### src/rtl/gameover_pkg.sv
// Shared types and ROM geometry for the game-over banner controller.
package gameover_pkg;

  typedef enum logic [1:0] {
    IDLE  = 2'd0,
    SLIDE = 2'd1,
    SHOW  = 2'd2
  } banner_state_e;

  localparam int ROM_W       = 32;
  localparam int ROM_H       = 16;
  localparam int ROM_COLOR_W = 12;
  localparam int ROM_ROW_W   = $clog2(ROM_H);
  localparam int ROM_COL_W   = $clog2(ROM_W);

  localparam logic [ROM_COLOR_W-1:0] DEFAULT_KEY_COLOR = 12'h0F0;

  // On-screen extent of a ROM dimension after texel magnification.
  function automatic int scaled(input int texels, input int scaleLog2);
    return texels << scaleLog2;
  endfunction

endpackage

### src/rtl/gameover_banner_ctrl_if.sv
// Scan-position, ROM and pixel-mux signals of the game-over banner controller.
interface gameover_banner_ctrl_if;
  import gameover_pkg::*;

  logic [9:0]             x;
  logic [9:0]             y;
  logic                   video_on;
  logic                   frame_tick;
  logic                   game_over;
  logic                   restart_btn;
  logic [ROM_ROW_W-1:0]   rom_row;
  logic [ROM_COL_W-1:0]   rom_col;
  logic [ROM_COLOR_W-1:0] rom_color;
  logic                   banner_on;
  logic [ROM_COLOR_W-1:0] banner_rgb;
  logic                   restart_ack;
  logic                   busy;

  modport master (
    output x, y, video_on, frame_tick, game_over, restart_btn, rom_color,
    input  rom_row, rom_col, banner_on, banner_rgb, restart_ack, busy
  );

  modport slave (
    input  x, y, video_on, frame_tick, game_over, restart_btn, rom_color,
    output rom_row, rom_col, banner_on, banner_rgb, restart_ack, busy
  );

endinterface

### src/rtl/gameover_addr_gen.sv
// Combinational banner hit test and ROM row/column address generation.
module gameover_addr_gen
  import gameover_pkg::*;
#(
  parameter int X0         = 192,
  parameter int SCALE_LOG2 = 3
) (
  input  logic                 enable_i,
  input  logic [9:0]           x_i,
  input  logic [9:0]           y_i,
  input  logic signed [10:0]   topY_i,
  output logic                 hit_o,
  output logic [ROM_ROW_W-1:0] romRow_o,
  output logic [ROM_COL_W-1:0] romCol_o
);

  localparam int BANNER_W = scaled(ROM_W, SCALE_LOG2);
  localparam int BANNER_H = scaled(ROM_H, SCALE_LOG2);

  logic [11:0]        xOff;
  logic signed [11:0] yOff;
  logic               xInside;
  logic               yInside;

  // Left of X0 wraps to a huge unsigned offset, so one compare covers both edges.
  always_comb begin
    xOff     = {2'b00, x_i} - 12'(X0);
    yOff     = $signed({2'b00, y_i}) - $signed({topY_i[10], topY_i});
    xInside  = xOff < 12'(BANNER_W);
    yInside  = !yOff[11] && (yOff < $signed(12'(BANNER_H)));
    hit_o    = enable_i && xInside && yInside;
    romRow_o = '0;
    romCol_o = '0;
    if (hit_o) begin
      romRow_o = yOff[SCALE_LOG2 +: ROM_ROW_W];
      romCol_o = xOff[SCALE_LOG2 +: ROM_COL_W];
    end
  end

endmodule

### src/rtl/gameover_banner_ctrl.sv
// Game-over banner sequencer: slide-in, blink while held, restart handshake,
// and ROM-latency-aligned pixel output for the VGA pixel mux.
module gameover_banner_ctrl
  import gameover_pkg::*;
#(
  parameter int                     X0              = 192,
  parameter int                     Y_TARGET        = 176,
  parameter int                     SCALE_LOG2      = 3,
  parameter int                     SLIDE_STEP      = 4,
  parameter int                     BLINK_FRAMES    = 30,
  parameter int                     MIN_SHOW_FRAMES = 60,
  parameter logic [ROM_COLOR_W-1:0] KEY_COLOR       = DEFAULT_KEY_COLOR
) (
  input logic                   clk,
  input logic                   reset,
  gameover_banner_ctrl_if.slave bus
);

  localparam int BLINK_W = $clog2(BLINK_FRAMES + 1);
  localparam int SHOW_W  = $clog2(MIN_SHOW_FRAMES + 2);
  localparam logic signed [10:0] TOP_START  = 11'(-scaled(ROM_H, SCALE_LOG2));
  localparam logic signed [10:0] TOP_TARGET = 11'(Y_TARGET);
  localparam logic signed [10:0] STEP       = 11'(SLIDE_STEP);

  banner_state_e      state_q, state_d;
  logic signed [10:0] topY_q, topY_d;
  logic [BLINK_W-1:0] blinkCnt_q, blinkCnt_d;
  logic [SHOW_W-1:0]  showCnt_q, showCnt_d;
  logic               visible_q, visible_d;
  logic               restartAck_q, restartAck_d;
  logic               gameOverPrev_q;
  logic               hit_q;

  logic               busy;
  logic               hit;
  logic               rise;
  logic signed [10:0] slideNext;
  logic [ROM_ROW_W-1:0] romRow;
  logic [ROM_COL_W-1:0] romCol;

  assign busy      = (state_q != IDLE);
  assign rise      = bus.game_over && !gameOverPrev_q;
  assign slideNext = topY_q + STEP;

  gameover_addr_gen #(
    .X0         (X0),
    .SCALE_LOG2 (SCALE_LOG2)
  ) u_addr_gen (
    .enable_i (busy && visible_q && bus.video_on),
    .x_i      (bus.x),
    .y_i      (bus.y),
    .topY_i   (topY_q),
    .hit_o    (hit),
    .romRow_o (romRow),
    .romCol_o (romCol)
  );

  always_ff @(posedge clk or posedge reset) begin
    if (reset) begin
      state_q        <= IDLE;
      topY_q         <= TOP_START;
      blinkCnt_q     <= '0;
      showCnt_q      <= '0;
      visible_q      <= 1'b1;
      restartAck_q   <= 1'b0;
      gameOverPrev_q <= 1'b0;
      hit_q          <= 1'b0;
    end else begin
      state_q        <= state_d;
      topY_q         <= topY_d;
      blinkCnt_q     <= blinkCnt_d;
      showCnt_q      <= showCnt_d;
      visible_q      <= visible_d;
      restartAck_q   <= restartAck_d;
      gameOverPrev_q <= bus.game_over;
      hit_q          <= hit;
    end
  end

  // Dropping game_over beats everything; an accepted restart beats a frame tick.
  always_comb begin
    state_d      = state_q;
    topY_d       = topY_q;
    blinkCnt_d   = blinkCnt_q;
    showCnt_d    = showCnt_q;
    visible_d    = visible_q;
    restartAck_d = 1'b0;
    case (state_q)
      IDLE: begin
        if (rise) begin
          state_d   = SLIDE;
          topY_d    = TOP_START;
          visible_d = 1'b1;
        end
      end
      SLIDE: begin
        if (!bus.game_over) begin
          state_d = IDLE;
        end else if (bus.frame_tick) begin
          if (slideNext >= TOP_TARGET) begin
            topY_d     = TOP_TARGET;
            state_d    = SHOW;
            blinkCnt_d = '0;
            showCnt_d  = '0;
          end else begin
            topY_d = slideNext;
          end
        end
      end
      SHOW: begin
        if (!bus.game_over) begin
          state_d = IDLE;
        end else if (bus.restart_btn && (showCnt_q >= SHOW_W'(MIN_SHOW_FRAMES))) begin
          restartAck_d = 1'b1;
          state_d      = IDLE;
        end else if (bus.frame_tick) begin
          if (showCnt_q != '1) begin
            showCnt_d = showCnt_q + 1'b1;
          end
          if (blinkCnt_q == BLINK_W'(BLINK_FRAMES - 1)) begin
            blinkCnt_d = '0;
            visible_d  = !visible_q;
          end else begin
            blinkCnt_d = blinkCnt_q + 1'b1;
          end
        end
      end
      default: state_d = IDLE;
    endcase
  end

  assign bus.rom_row     = romRow;
  assign bus.rom_col     = romCol;
  assign bus.busy        = busy;
  assign bus.restart_ack = restartAck_q;
  assign bus.banner_on   = hit_q && (bus.rom_color != KEY_COLOR);
  assign bus.banner_rgb  = bus.banner_on ? bus.rom_color : '0;

endmodule

### src/flat_wrapper.sv
// flat-port wrapper written by rule: the top's interface ports become plain ports
module gameover_banner_ctrl_flat import gameover_pkg::*;
#(
  parameter int                     X0              = 192,
  parameter int                     Y_TARGET        = 176,
  parameter int                     SCALE_LOG2      = 3,
  parameter int                     SLIDE_STEP      = 4,
  parameter int                     BLINK_FRAMES    = 30,
  parameter int                     MIN_SHOW_FRAMES = 60,
  parameter logic [ROM_COLOR_W-1:0] KEY_COLOR       = DEFAULT_KEY_COLOR
)
  (clk, reset, bus_x, bus_y, bus_video_on, bus_frame_tick, bus_game_over, bus_restart_btn, bus_rom_color, bus_rom_row, bus_rom_col, bus_banner_on, bus_banner_rgb, bus_restart_ack, bus_busy);
  gameover_banner_ctrl_if bus_i ();
  input logic clk;
  input logic reset;
  input wire logic [$bits(bus_i.x)-1:0] bus_x;
  input wire logic [$bits(bus_i.y)-1:0] bus_y;
  input wire logic [$bits(bus_i.video_on)-1:0] bus_video_on;
  input wire logic [$bits(bus_i.frame_tick)-1:0] bus_frame_tick;
  input wire logic [$bits(bus_i.game_over)-1:0] bus_game_over;
  input wire logic [$bits(bus_i.restart_btn)-1:0] bus_restart_btn;
  input wire logic [$bits(bus_i.rom_color)-1:0] bus_rom_color;
  output wire logic [$bits(bus_i.rom_row)-1:0] bus_rom_row;
  output wire logic [$bits(bus_i.rom_col)-1:0] bus_rom_col;
  output wire logic [$bits(bus_i.banner_on)-1:0] bus_banner_on;
  output wire logic [$bits(bus_i.banner_rgb)-1:0] bus_banner_rgb;
  output wire logic [$bits(bus_i.restart_ack)-1:0] bus_restart_ack;
  output wire logic [$bits(bus_i.busy)-1:0] bus_busy;
  assign bus_i.x = bus_x;
  assign bus_i.y = bus_y;
  assign bus_i.video_on = bus_video_on;
  assign bus_i.frame_tick = bus_frame_tick;
  assign bus_i.game_over = bus_game_over;
  assign bus_i.restart_btn = bus_restart_btn;
  assign bus_i.rom_color = bus_rom_color;
  assign bus_rom_row = bus_i.rom_row;
  assign bus_rom_col = bus_i.rom_col;
  assign bus_banner_on = bus_i.banner_on;
  assign bus_banner_rgb = bus_i.banner_rgb;
  assign bus_restart_ack = bus_i.restart_ack;
  assign bus_busy = bus_i.busy;
  gameover_banner_ctrl #(.X0(X0), .Y_TARGET(Y_TARGET), .SCALE_LOG2(SCALE_LOG2), .SLIDE_STEP(SLIDE_STEP), .BLINK_FRAMES(BLINK_FRAMES), .MIN_SHOW_FRAMES(MIN_SHOW_FRAMES), .KEY_COLOR(KEY_COLOR)) u_core (.clk(clk), .reset(reset), .bus(bus_i));
endmodule
### config.mk
export PLATFORM = sky130hd
export DESIGN_NAME = gameover_banner_ctrl_flat
export DESIGN_NICKNAME = d
export VERILOG_FILES = /design/src/rtl/gameover_pkg.sv /design/src/rtl/gameover_banner_ctrl_if.sv /design/src/rtl/gameover_addr_gen.sv /design/src/rtl/gameover_banner_ctrl.sv /design/src/flat_wrapper.sv
export SDC_FILE = /design/constraint.sdc
export NUM_CORES = 1
export LEC_CHECK = 0
export ABC_AREA = 1
export ABC_CLOCK_PERIOD_IN_PS = 2300
export CORE_ASPECT_RATIO = 0.75
export CORE_MARGIN = 4
export CORE_UTILIZATION = 43
export DETAILED_ROUTE_END_ITERATION = 7
export GPL_TIMING_DRIVEN = 0
export PLACE_DENSITY_LB_ADDON = 0.3
export SYNTH_ARGS = -nofsm -noshare
export SYNTH_HDL_FRONTEND = slang
export SYNTH_SLANG_ARGS = --single-unit
### constraint.sdc
create_clock -name clk -period 2.3 [get_ports clk]
set_input_delay 0.46 -clock clk [delete_from_list [all_inputs] [get_ports clk]]
set_output_delay 0.46 -clock clk [all_outputs]
set_load 0.05 [all_outputs]
### Word level (Yosys, flattened, before mapping)

Index checks and enable logic that the tools add are counted.

| operators by class | value |
|---|---|
| reductions and logical operators | 21 |
| muxes and demuxes | 40 |
| $add $sub $neg | 5 |
| equal/unequal tests | 17 |
| magnitude comparators | 4 |

Operators with widths:

| cell | number |
|---|---|
| $mux 11 | 4 |
| $mux 6 | 7 |
| $mux 5 | 8 |
| $lt 12x9->1 const B | 2 |
| $pmux 11 s2 | 1 |
| $mux 12 | 1 |
| $mux 2 | 6 |
| $ne 12x8->1 const B | 1 |
| $pmux 6 s2 | 1 |
| $sub 11x11->12 | 1 |
| $add 11x4->11 const B | 1 |
| $ge 11x9->1 const B | 1 |
| $sub 10x8->11 const B | 1 |
| $ne 2x2->1 const B | 5 |
| $pmux 5 s2 | 1 |
| $logic_and 1x1->1 | 8 |
| $mux 1 | 8 |
| $ne 2x1->1 const B | 4 |
| $reduce_and 4->1 | 2 |
| $reduce_and 8->1 | 1 |
| $reduce_bool 2->1 | 4 |
| $reduce_and 7->1 | 1 |
| $add 6x1->6 const B | 1 |
| $ge 6x6->1 const B | 1 |
| 13 further kinds | 16 |

| storage, ports and cells | value |
|---|---|
| output and inout port bits | 24 |
| logic and storage cells | 95 |
| register bits after elaboration | 28 |

### Longest topological paths before layout

Gate-level depths: netlist (run 1).

| logic depth | value |
|---|---|
| depth after elaboration | 6 |
| gate-level depth with buffers | 13 |

### By module

Synthesis (run 1) repeated with hierarchy kept, for this count alone.

| unflattened totals | value |
|---|---|
| cells, all modules | 394 |
| area total of the unflattened synthesis | 2547.4 µm² |

Modules (own cells, without submodules):

| module | seq. area each (µm²) | area each (µm²) | cells an instance | times used |
|---|---|---|---|---|
| gameover_banner_ctrl | 656.9 | 1759.2 | 248 | 1 |
| gameover_addr_gen | 0.0 | 788.3 | 146 | 1 |

### Least setup slack after synthesis (run 1)

OpenSTA, ideal clock, no wires.

| timing | value |
|---|---|
| path kind | flip-flop to output port |
| start point | register u_core.topY_q[7] |
| end point | output port bus_rom_col[0] |
| arrival | 2.303 ns |
| cell stages (with the launch flop) | 11 |
| setup slack | -0.463 ns |
| cells stage by stage | dfstp_2 inv_1 ha_1 inv_1 o21ai_0 nor2_1 nand3_1 nand2_1 nor2_1 nand3_2 nor2_1 |

| on the way | value |
|---|---|
| word-level cells in the longest chain between the ends | 5 |

RTL lines:

| what | RTL line | text |
|---|---|---|
| from (decl) | gameover_banner_ctrl.sv:26 | `logic signed [10:0] topY_q, topY_d;` |
| from (signal assigned) | gameover_banner_ctrl.sv:70 | `topY_q <= topY_d;` |
| $sub 11x11->12 * | gameover_addr_gen.sv:28 | `yOff = $signed({2'b00, y_i}) - $signed({topY_i[10], topY_i});` |
| $lt 12x9->1 or $logic_not 1->1 (tied branches) | gameover_addr_gen.sv:30 | `yInside = !yOff[11] && (yOff < $signed(12'(BANNER_H)));` |
| $logic_and 1x1->1 * | gameover_addr_gen.sv:30 |  |
| $logic_and 1x1->1 * | gameover_addr_gen.sv:31 | `hit_o = enable_i && xInside && yInside;` |
| $mux 5 * | gameover_addr_gen.sv:34 | `if (hit_o) begin` |
| to (decl) | flat_wrapper.sv:24 | `output wire logic [$bits(bus_i.rom_col)-1:0] bus_rom_col;` |

Mark *: on every way between the ends. The rest lies on a longest branch, timed or not.

### Final worst setup path (run 1)

| timing | value |
|---|---|
| start point | register u_core.topY_q[5] |
| end point | output port bus_rom_row[1] |

| on the way | value |
|---|---|
| word-level cells in the longest chain between the ends | 5 |

RTL lines:

| what | RTL line | text |
|---|---|---|
| $sub 11x11->12 * | gameover_addr_gen.sv:28 |  |
| $lt 12x9->1 or $logic_not 1->1 (tied branches) | gameover_addr_gen.sv:30 |  |
| $logic_and 1x1->1 * | gameover_addr_gen.sv:30 |  |
| $logic_and 1x1->1 * | gameover_addr_gen.sv:31 |  |
| $mux 4 * | gameover_addr_gen.sv:34 |  |
| to (decl) | flat_wrapper.sv:23 | `output wire logic [$bits(bus_i.rom_row)-1:0] bus_rom_row;` |

Marks and branches as above.

==> run_results.csv, run 1 <==
group,metric,value,unit
clock_tree,insertion_delay,270,ps
placed_design,placed_cells,439,
floorplanning,floorplan.initialDensity,44.8,%
final_layout,multiInputGateArea,1620,µm²
final_layout,layout_area_overhead,51.9,%
synthesis,ys_seq_elements,26,
clock_tree,cts_tree,"done",
clock_tree,clock_sink_count,26,
synthesis,main_flop_type_after_synthesis,"sky130_fd_sc_hd__dfrtp_1",
outcome,run_status,"complete, but fails checks",
timing,post-route-worst-setup-slack,-455,ps
global_route,number_of_antenna_violations_at_the_first_check_in_global_routing,0,
clock_tree,clock_tree.htree_level_count,1,
placed_design,detailed_place.area,3020,µm²
synthesis,synth_most_common_cell,"sky130_fd_sc_hd__nand2_1",
placed_design,dp_slack,-1320,ps
timing,tightest_slew,967,ps
final_layout,post_route_cells_drive_above_1_share,30.0,%
timing,period_needed,2750,ps
synthesis,yosysUniqueCellTypes,36,
setup_path,setup.worst_path.start,"u_core.topY_q[5]$_DFFE_PP0P_",
synthesis,synth.top_cell.area_share,23.8,%
synthesis,netlist_area,2210,µm²
final_layout,final_cell_count_no_fill,460,
setup_path,required_time_worst_endpoint,1840,ps
floorplanning,floorplan.die.width,90.7,µm
timing,report.final.setup_viol,9,
floorplanning,placementRows,22,
run,drv_cap,0,
final_layout,register_area,658,µm²
power,p_leak,1.61,nW
detailed_routing,vias,2384,
setup_path,worst_setup_path_start_kind,"flip-flop",
final_layout,design.final.nets,452,
setup_path,cp-end-kind,"primary output",
detailed_routing,avgViaCountPerCell,5.18,
power,power.ir.vdd_worst,0.294,mV
synthesis,yosys_warnings,0,
timing,clock_skew,2.97,ps
hold_path,min_path_type,"flip-flop to flip-flop",
global_route,first_global_vias,2165,
placed_design,post_detail_place_hpwl,4370,µm
detailed_routing,routed_wl_per_cell,13.6,µm
setup_path,cp_max_fo,5,
setup_path,cp.arrival,2290,ps
synthesis,ys_async_sr_fraction,100,%
detailed_routing,routed_wirelength,6260,µm
final_layout,n_antenna_cell,0,
clock_tree,cts_made_buffers,3,
timing,final_min_period_over_clock_period,120,%
floorplanning,num_io_pins,62,
timing,report.final.slew_viol_count,0,
timing,finalHoldViolCount,0,
synthesis,synth_largest_area_cell,"sky130_fd_sc_hd__dfrtp_1",
floorplanning,fp.coreArea,4930,µm²
setup_path,worstSetupPathType,"flip-flop to primary output",
detailed_routing,detail_route.first_pass.iterations,5,
global_route,largest_net_degree_at_the_start_of_global_routing,27,
final_layout,final_core_utilization,68.0,%
setup_path,r2r-start,"u_core.topY_q[3]$_DFFE_PP0P_",
detailed_routing,drt_iter0_drcs,137,
timing,grt_setup_unrepaired,"true",
synthesis,synth_seq_area_share,29.8,%
setup_path,worstSetupEndpoint,"bus_rom_row[1]",
timing,fmax,363,MHz
synthesis,count_of_mapped_cells_out_of_synthesis,322,
clock_tree,clk_path_buf_depth,2,
setup_path,worst-r2r-cell-count,12,
synthesis,synth_commonest_cells,"sky130_fd_sc_hd__nand2_1, sky130_fd_sc_hd__inv_1, sky130_fd_sc_hd__nor2_1, sky130_fd_sc_hd__nand3_1, sky130_fd_sc_hd__dfrtp_1",
global_route,grt_pass1_wl,9740,µm
clock_tree,cts.clk_slew.worst_paths,90,ps
floorplanning,floorplan.die_area,6350,µm²
detailed_routing,detail-route-antenna-nets,0,
synthesis,synth_fp_nets,373,
final_layout,layout.filler_cells,390,
timing,whs,493,ps
synthesis,synth_edf_count,0,
final_layout,finalInstanceArea,3350,µm²
synthesis,avgSynthCellArea,6.85,µm²
power,p_per_area,390,nW/µm²
placed_design,port_buffers,57,
placed_design,globalplace.congestion,0.837,
setup_path,r2r_setup_slack,200,ps
synthesis,synth.top_cells.by_area,"sky130_fd_sc_hd__dfrtp_1, sky130_fd_sc_hd__nand2_1, sky130_fd_sc_hd__inv_1",
global_route,grt_remaining_overflow,0,
detailed_routing,detail_route.drc_violations,0,
clock_tree,clock-root-buffer,"sky130_fd_sc_hd__clkbuf_8",
floorplanning,die_height,70.0,µm
global_route,grt_util_all_layers,18.4,%
timing,slew_headroom,35.5,%
outcome,failed_checks,"negative setup slack",
setup_path,critical_path.reg2reg.endpoint,"u_core.blinkCnt_q[3]$_DFFE_PP0P_",
==> layer usage <==
metal  GRT usage, %  routed length (µm)  vias to the layer above  part of all wire (%)
met5              0                   0                        -                     0
met4           2.72                  39                        0                  0.62
met3           5.17                 513                        6                   8.2
met2           28.8                2900                      105                    46
met1           25.8                2810                     1087                    45
li1               -                   -                     1186                     -
==> worst min-delay path by stage <==
stage                                             from                            to  cells after the start
final                     u_core.visible_q$_DFFE_PP1P_  u_core.visible_q$_DFFE_PP1P_                      2
after global routing      u_core.visible_q$_DFFE_PP1P_  u_core.visible_q$_DFFE_PP1P_                      2
after CTS                 u_core.visible_q$_DFFE_PP1P_  u_core.visible_q$_DFFE_PP1P_                      2
after detailed placement  u_core.visible_q$_DFFE_PP1P_  u_core.visible_q$_DFFE_PP1P_                      2
after global placement    u_core.visible_q$_DFFE_PP1P_  u_core.visible_q$_DFFE_PP1P_                      2
after floorplan           u_core.visible_q$_DFFE_PP1P_  u_core.visible_q$_DFFE_PP1P_                      2
==> critical path, cell delays in order (launching register included) <==
cell,delay (ps)
sky130_fd_sc_hd__dfrtp_1,400
sky130_fd_sc_hd__inv_2,80
sky130_fd_sc_hd__ha_4,330
sky130_fd_sc_hd__nand2_1,90
sky130_fd_sc_hd__o21ai_0,320
sky130_fd_sc_hd__nand2_1,130
sky130_fd_sc_hd__nand4_1,110
sky130_fd_sc_hd__nand2_1,100
sky130_fd_sc_hd__nand3_4,120
sky130_fd_sc_hd__buf_12,150
sky130_fd_sc_hd__nor2_4,30
sky130_fd_sc_hd__buf_6,150
==> cells by family (layout without fill, tap and decap cells) <==
logic type | count (synthesis) | after routing | share of synthesized area [%]
buf+inv | 57 | 135 | 9.69
flops | 26 | 26 | 29.8
compound gates | 39 | 39 | 10.0
xor+xnor | 12 | 12 | 5.10
fa+ha+maj | 13 | 13 | 7.37
simple gates | 175 | 175 | 38.0
==> per-stage QoR <==
| stage | setup TNS [ps] | power (mW) |
|---|---|---|
| final | -4000 | 1.31 |
| after global routing | -5650 | 1.39 |
| after CTS | -3420 | 1.25 |
| after detailed placement | -20220 | 0.932 |
| after global placement | -19620 | 0.920 |
| after floorplan | -632 | 0.795 |
==> what timing repair did <==
item / CTS / global route
gates resized for setup: 157 / 37
pin swaps: 19 / 12
buffers inserted: 10 / 5
cloned: 1 / 1
setup endpoints to repair: 22 / 22
hold buffers: 0 / 0
==> power by group <==
| group | internal (mW) | switching, mW | leakage (nW) |
|---|---|---|---|
| registers | 0.488 | 0.0323 | 0.337 |
| logic | 0.233 | 0.283 | 1.25 |
| clock network | 0.124 | 0.145 | 0.0228 |
| total | 0.845 | 0.460 | 1.61 |
==> state kept, by name (all words and copies together) (netlist names) <==
name	count
u_core.state_q	2
u_core.hit_q	1
u_core.visible_q	1
u_core.topY_q	9
u_core.gameOverPrev_q	1
u_core.blinkCnt_q	5
u_core.showCnt_q	6
u_core.bus.restart_ack	1
==> final cells by class <==
cell class                 count  share of cell area (%)
multi-input combinational    239                    48.5
timing repair buffer          74                    21.6
sequential                    26                    19.6
inverter                      56                    6.27
tap                           60                    2.24
clock buffer                   4                    1.34
buffer                         1                   0.448
==> layout by cell type, fill, tap and decap left out, types with 3 or more instances in the layout <==
cell / n
sky130_fd_sc_hd__buf_2: 7
sky130_fd_sc_hd__clkbuf_8: 3
sky130_fd_sc_hd__dfrtp_1: 20
sky130_fd_sc_hd__inv_2: 9
sky130_fd_sc_hd__buf_4: 18
sky130_fd_sc_hd__nand3_1: 23
sky130_fd_sc_hd__clkdlybuf4s50_1: 20
sky130_fd_sc_hd__o21ai_0: 7
sky130_fd_sc_hd__o22ai_1: 3
sky130_fd_sc_hd__nand2_2: 13
sky130_fd_sc_hd__dfstp_2: 5
sky130_fd_sc_hd__nand2_1: 63
sky130_fd_sc_hd__nor2_1: 32
sky130_fd_sc_hd__nand2_4: 7
sky130_fd_sc_hd__nor2_4: 14
sky130_fd_sc_hd__inv_1: 47
sky130_fd_sc_hd__a21oi_1: 8
sky130_fd_sc_hd__dlymetal6s2s_1: 6
sky130_fd_sc_hd__ha_4: 8
sky130_fd_sc_hd__ha_1: 4
sky130_fd_sc_hd__o21ai_1: 9
sky130_fd_sc_hd__nor2_2: 3
sky130_fd_sc_hd__dlygate4sd2_1: 9
sky130_fd_sc_hd__xor2_1: 9
sky130_fd_sc_hd__nand4_1: 7
sky130_fd_sc_hd__buf_6: 10
No activity file was read; power rests on OpenSTA's default activity.
==> inputs of run 2 (changes only) <==
GPL_ROUTABILITY_DRIVEN = 1   (was unset)
==> results of run 2 <==
Final layout, timing and power as in run 1 (identical DEF).
==> inputs of run 3 (changes only) <==
CORE_UTILIZATION = 44   (was 43)
SETUP_SLACK_MARGIN = 0.4   (was unset)
==> run_results.csv, run 3 (synthesis gave the netlist of run 1 again) <==
group,metric,value,unit
setup_path,r2r_setup_slack,410,ps
setup_path,cp-end-kind,"primary output",
floorplanning,fp.coreArea,4870,µm²
final_layout,final_cell_count_no_fill,477,
timing,report.final.setup_viol,9,
setup_path,cp.arrival,2240,ps
timing,grt_setup_unrepaired,"true",
global_route,grt_pass1_wl,10200,µm
clock_tree,clk_path_buf_depth,2,
final_layout,regMostFlops,"u_core.topY_q",
setup_path,cp_max_fo,5,
global_route,number_of_antenna_violations_at_the_first_check_in_global_routing,0,
detailed_routing,routed_wirelength,6510,µm
power,power.ir.vdd_worst,0.339,mV
detailed_routing,detail_route.first_pass.iterations,4,
timing,clock_skew,10.6,ps
final_layout,design.final.nets,469,
hold_path,holdPathEnd,"u_core.visible_q$_DFFE_PP1P_",
global_route,grt_remaining_overflow,0,
setup_path,required_time_worst_endpoint,1840,ps
timing,period_needed,2700,ps
timing,post-route-worst-setup-slack,-404,ps
final_layout,layout_commonest_cell,"sky130_fd_sc_hd__nand2_1",
detailed_routing,avgViaCountPerCell,5.04,
detailed_routing,routed_wl_per_cell,13.6,µm
timing,final_min_period_over_clock_period,118,%
global_route,first_global_vias,2217,
final_layout,final_core_utilization,76.4,%
clock_tree,clock_sink_count,26,
hold_path,min_path_type,"flip-flop to flip-flop",
floorplanning,floorplan.die.width,89.8,µm
placed_design,port_buffers,57,
timing,slew_headroom,35.8,%
timing,report.final.slew_viol_count,0,
power,p_leak,1.69,nW
setup_path,worst_setup_path_start_kind,"flip-flop",
outcome,run_status,"complete, but fails checks",
final_layout,most-common-layout-cells,"sky130_fd_sc_hd__nand2_1, sky130_fd_sc_hd__inv_1, sky130_fd_sc_hd__buf_6",
floorplanning,floorplan.initialDensity,45.3,%
final_layout,layout_area_overhead,68.7,%
final_layout,post_route_cells_drive_above_1_share,40.3,%
final_layout,largest_reg_flops,9,
floorplanning,num_io_pins,62,
placed_design,detailed_place.area,3040,µm²
clock_tree,postCtsHoldBufs,0,
final_layout,top_regs,"u_core.topY_q (9), u_core.showCnt_q (6), u_core.blinkCnt_q (5)",
hold_path,timing.hold.worst_path_depth,2,
placed_design,globalplace.congestion,0.880,
floorplanning,placementRows,22,
final_layout,layout.filler_cells,350,
setup_path,worstSetupPathType,"flip-flop to primary output",
floorplanning,die_height,69.3,µm
floorplanning,floorplan.die_area,6220,µm²
placed_design,placed_cells,439,
final_layout,n_antenna_cell,0,
hold_path,hold_path_start,"u_core.visible_q$_DFFE_PP1P_",
detailed_routing,vias,2405,
detailed_routing,drt_iter0_drcs,125,
setup_path,worst-r2r-cell-count,10,
clock_tree,cts.clk_slew.worst_paths,100,ps
detailed_routing,detail-route-antenna-nets,0,
placed_design,post_detail_place_hpwl,4140,µm
timing,fmax,370,MHz
run,drv_cap,0,
timing,setup_total_negative_slack,-3600,ps
global_route,grt_util_all_layers,19.2,%
detailed_routing,detail_route.drc_violations,0,
clock_tree,cts_made_buffers,3,
clock_tree,cts_tree,"done",
timing,finalHoldViolCount,0,
power,p_per_area,357,nW/µm²
timing,tightest_slew,962,ps
setup_path,r2r-start,"u_core.topY_q[7]$_DFFE_PP1P_",
final_layout,finalInstanceArea,3720,µm²
outcome,failed_checks,"negative setup slack",
setup_path,critical_path.reg2reg.endpoint,"u_core.hit_q$_DFF_PP0_",
clock_tree,clock_tree.htree_level_count,1,
timing,whs,503,ps
global_route,largest_net_degree_at_the_start_of_global_routing,27,
clock_tree,insertion_delay,280,ps
clock_tree,clock-root-buffer,"sky130_fd_sc_hd__clkbuf_8",
## run 3: cell count changes in the layout (fill, tap and decap cells not counted), moves of 6 or more
cell                              previous run  this run
sky130_fd_sc_hd__dlymetal6s2s_1              6         0
sky130_fd_sc_hd__nor2_4                     14        25
sky130_fd_sc_hd__buf_6                      10        27
sky130_fd_sc_hd__buf_8                       2        11
sky130_fd_sc_hd__nor2_1                     32        20
sky130_fd_sc_hd__inv_1                      47        40
sky130_fd_sc_hd__clkdlybuf4s50_1            20        13
## run 3: through the flow
step           power (mW)  worst slack (ps)
2_1_floorplan       0.797             -84.2
3_3_place_gp        0.918             -1320
3_5_place_dp        0.925             -1320
4_1_cts              1.28              -428
5_1_grt              1.41              -541
6_report             1.33              -404
## run 3: how the worst max path moves through the flow
stage          cells past startpoint                         start  slack, ps        endpoint
5_1_grt                           11  u_core.topY_q[9]$_DFFE_PP1P_       -540  bus_rom_row[1]
3_3_place_gp                      12                      bus_y[6]      -1320  bus_rom_col[1]
4_1_cts                           13  u_core.topY_q[7]$_DFFE_PP1P_       -430  bus_rom_col[1]
2_1_floorplan                     11  u_core.topY_q[7]$_DFFE_PP1P_        -80  bus_rom_col[0]
6_report                          13  u_core.topY_q[7]$_DFFE_PP1P_       -400  bus_rom_row[0]
3_5_place_dp                      12                      bus_y[3]      -1320  bus_rom_col[1]
## run 3: cell type report
cell class	instances	area (µm²)	share of cell area, %
Multi-Input combinational cell	239	1750	47.1
Timing Repair Buffer	91	946	25.4
Sequential cell	26	658	17.7
Inverter	56	220	5.91
Tap cell	60	75.1	2.02
Clock buffer	4	55.1	1.48
Buffer	1	15.0	0.403
## run 3: worst max-delay path: stages (launching register included)
cell and delay, ps:
sky130_fd_sc_hd__dfstp_2 560, sky130_fd_sc_hd__inv_2 60, sky130_fd_sc_hd__ha_4 240, sky130_fd_sc_hd__nand2_4 110, sky130_fd_sc_hd__nor2_4 50, sky130_fd_sc_hd__nor2_2 130
sky130_fd_sc_hd__nand2_1 60, sky130_fd_sc_hd__nand2_1 60, sky130_fd_sc_hd__nand2_1 50, sky130_fd_sc_hd__nor2_2 120, sky130_fd_sc_hd__nand3_4 120, sky130_fd_sc_hd__buf_16 170
sky130_fd_sc_hd__nor2_4 80, sky130_fd_sc_hd__buf_6 160
## run 3: timing repair
item,CTS,global route
gates cloned,1,0
setup endpoints to repair,30,39
setup buffers,20,13
gates resized for setup,241,59
pin swaps,18,19
## run 3: where the power goes
part           total (mW)  switching, mW  leakage (nW)  internal [mW]
sequential          0.522         0.0343         0.337          0.488
clock               0.300          0.146        0.0288          0.153
combinational       0.508          0.279          1.32          0.229
total                1.33          0.460          1.69          0.870
## run 3: routing by layer
| layer | global-route usage (%) | wire, µm | share of wire [%] |
|---|---|---|---|
| met5 | 0 | 0 | 0 |
| met4 | 1.87 | 31 | 0.48 |
| met3 | 3.58 | 384 | 5.9 |
| met2 | 30.3 | 3120 | 48 |
| met1 | 28.2 | 2970 | 46 |
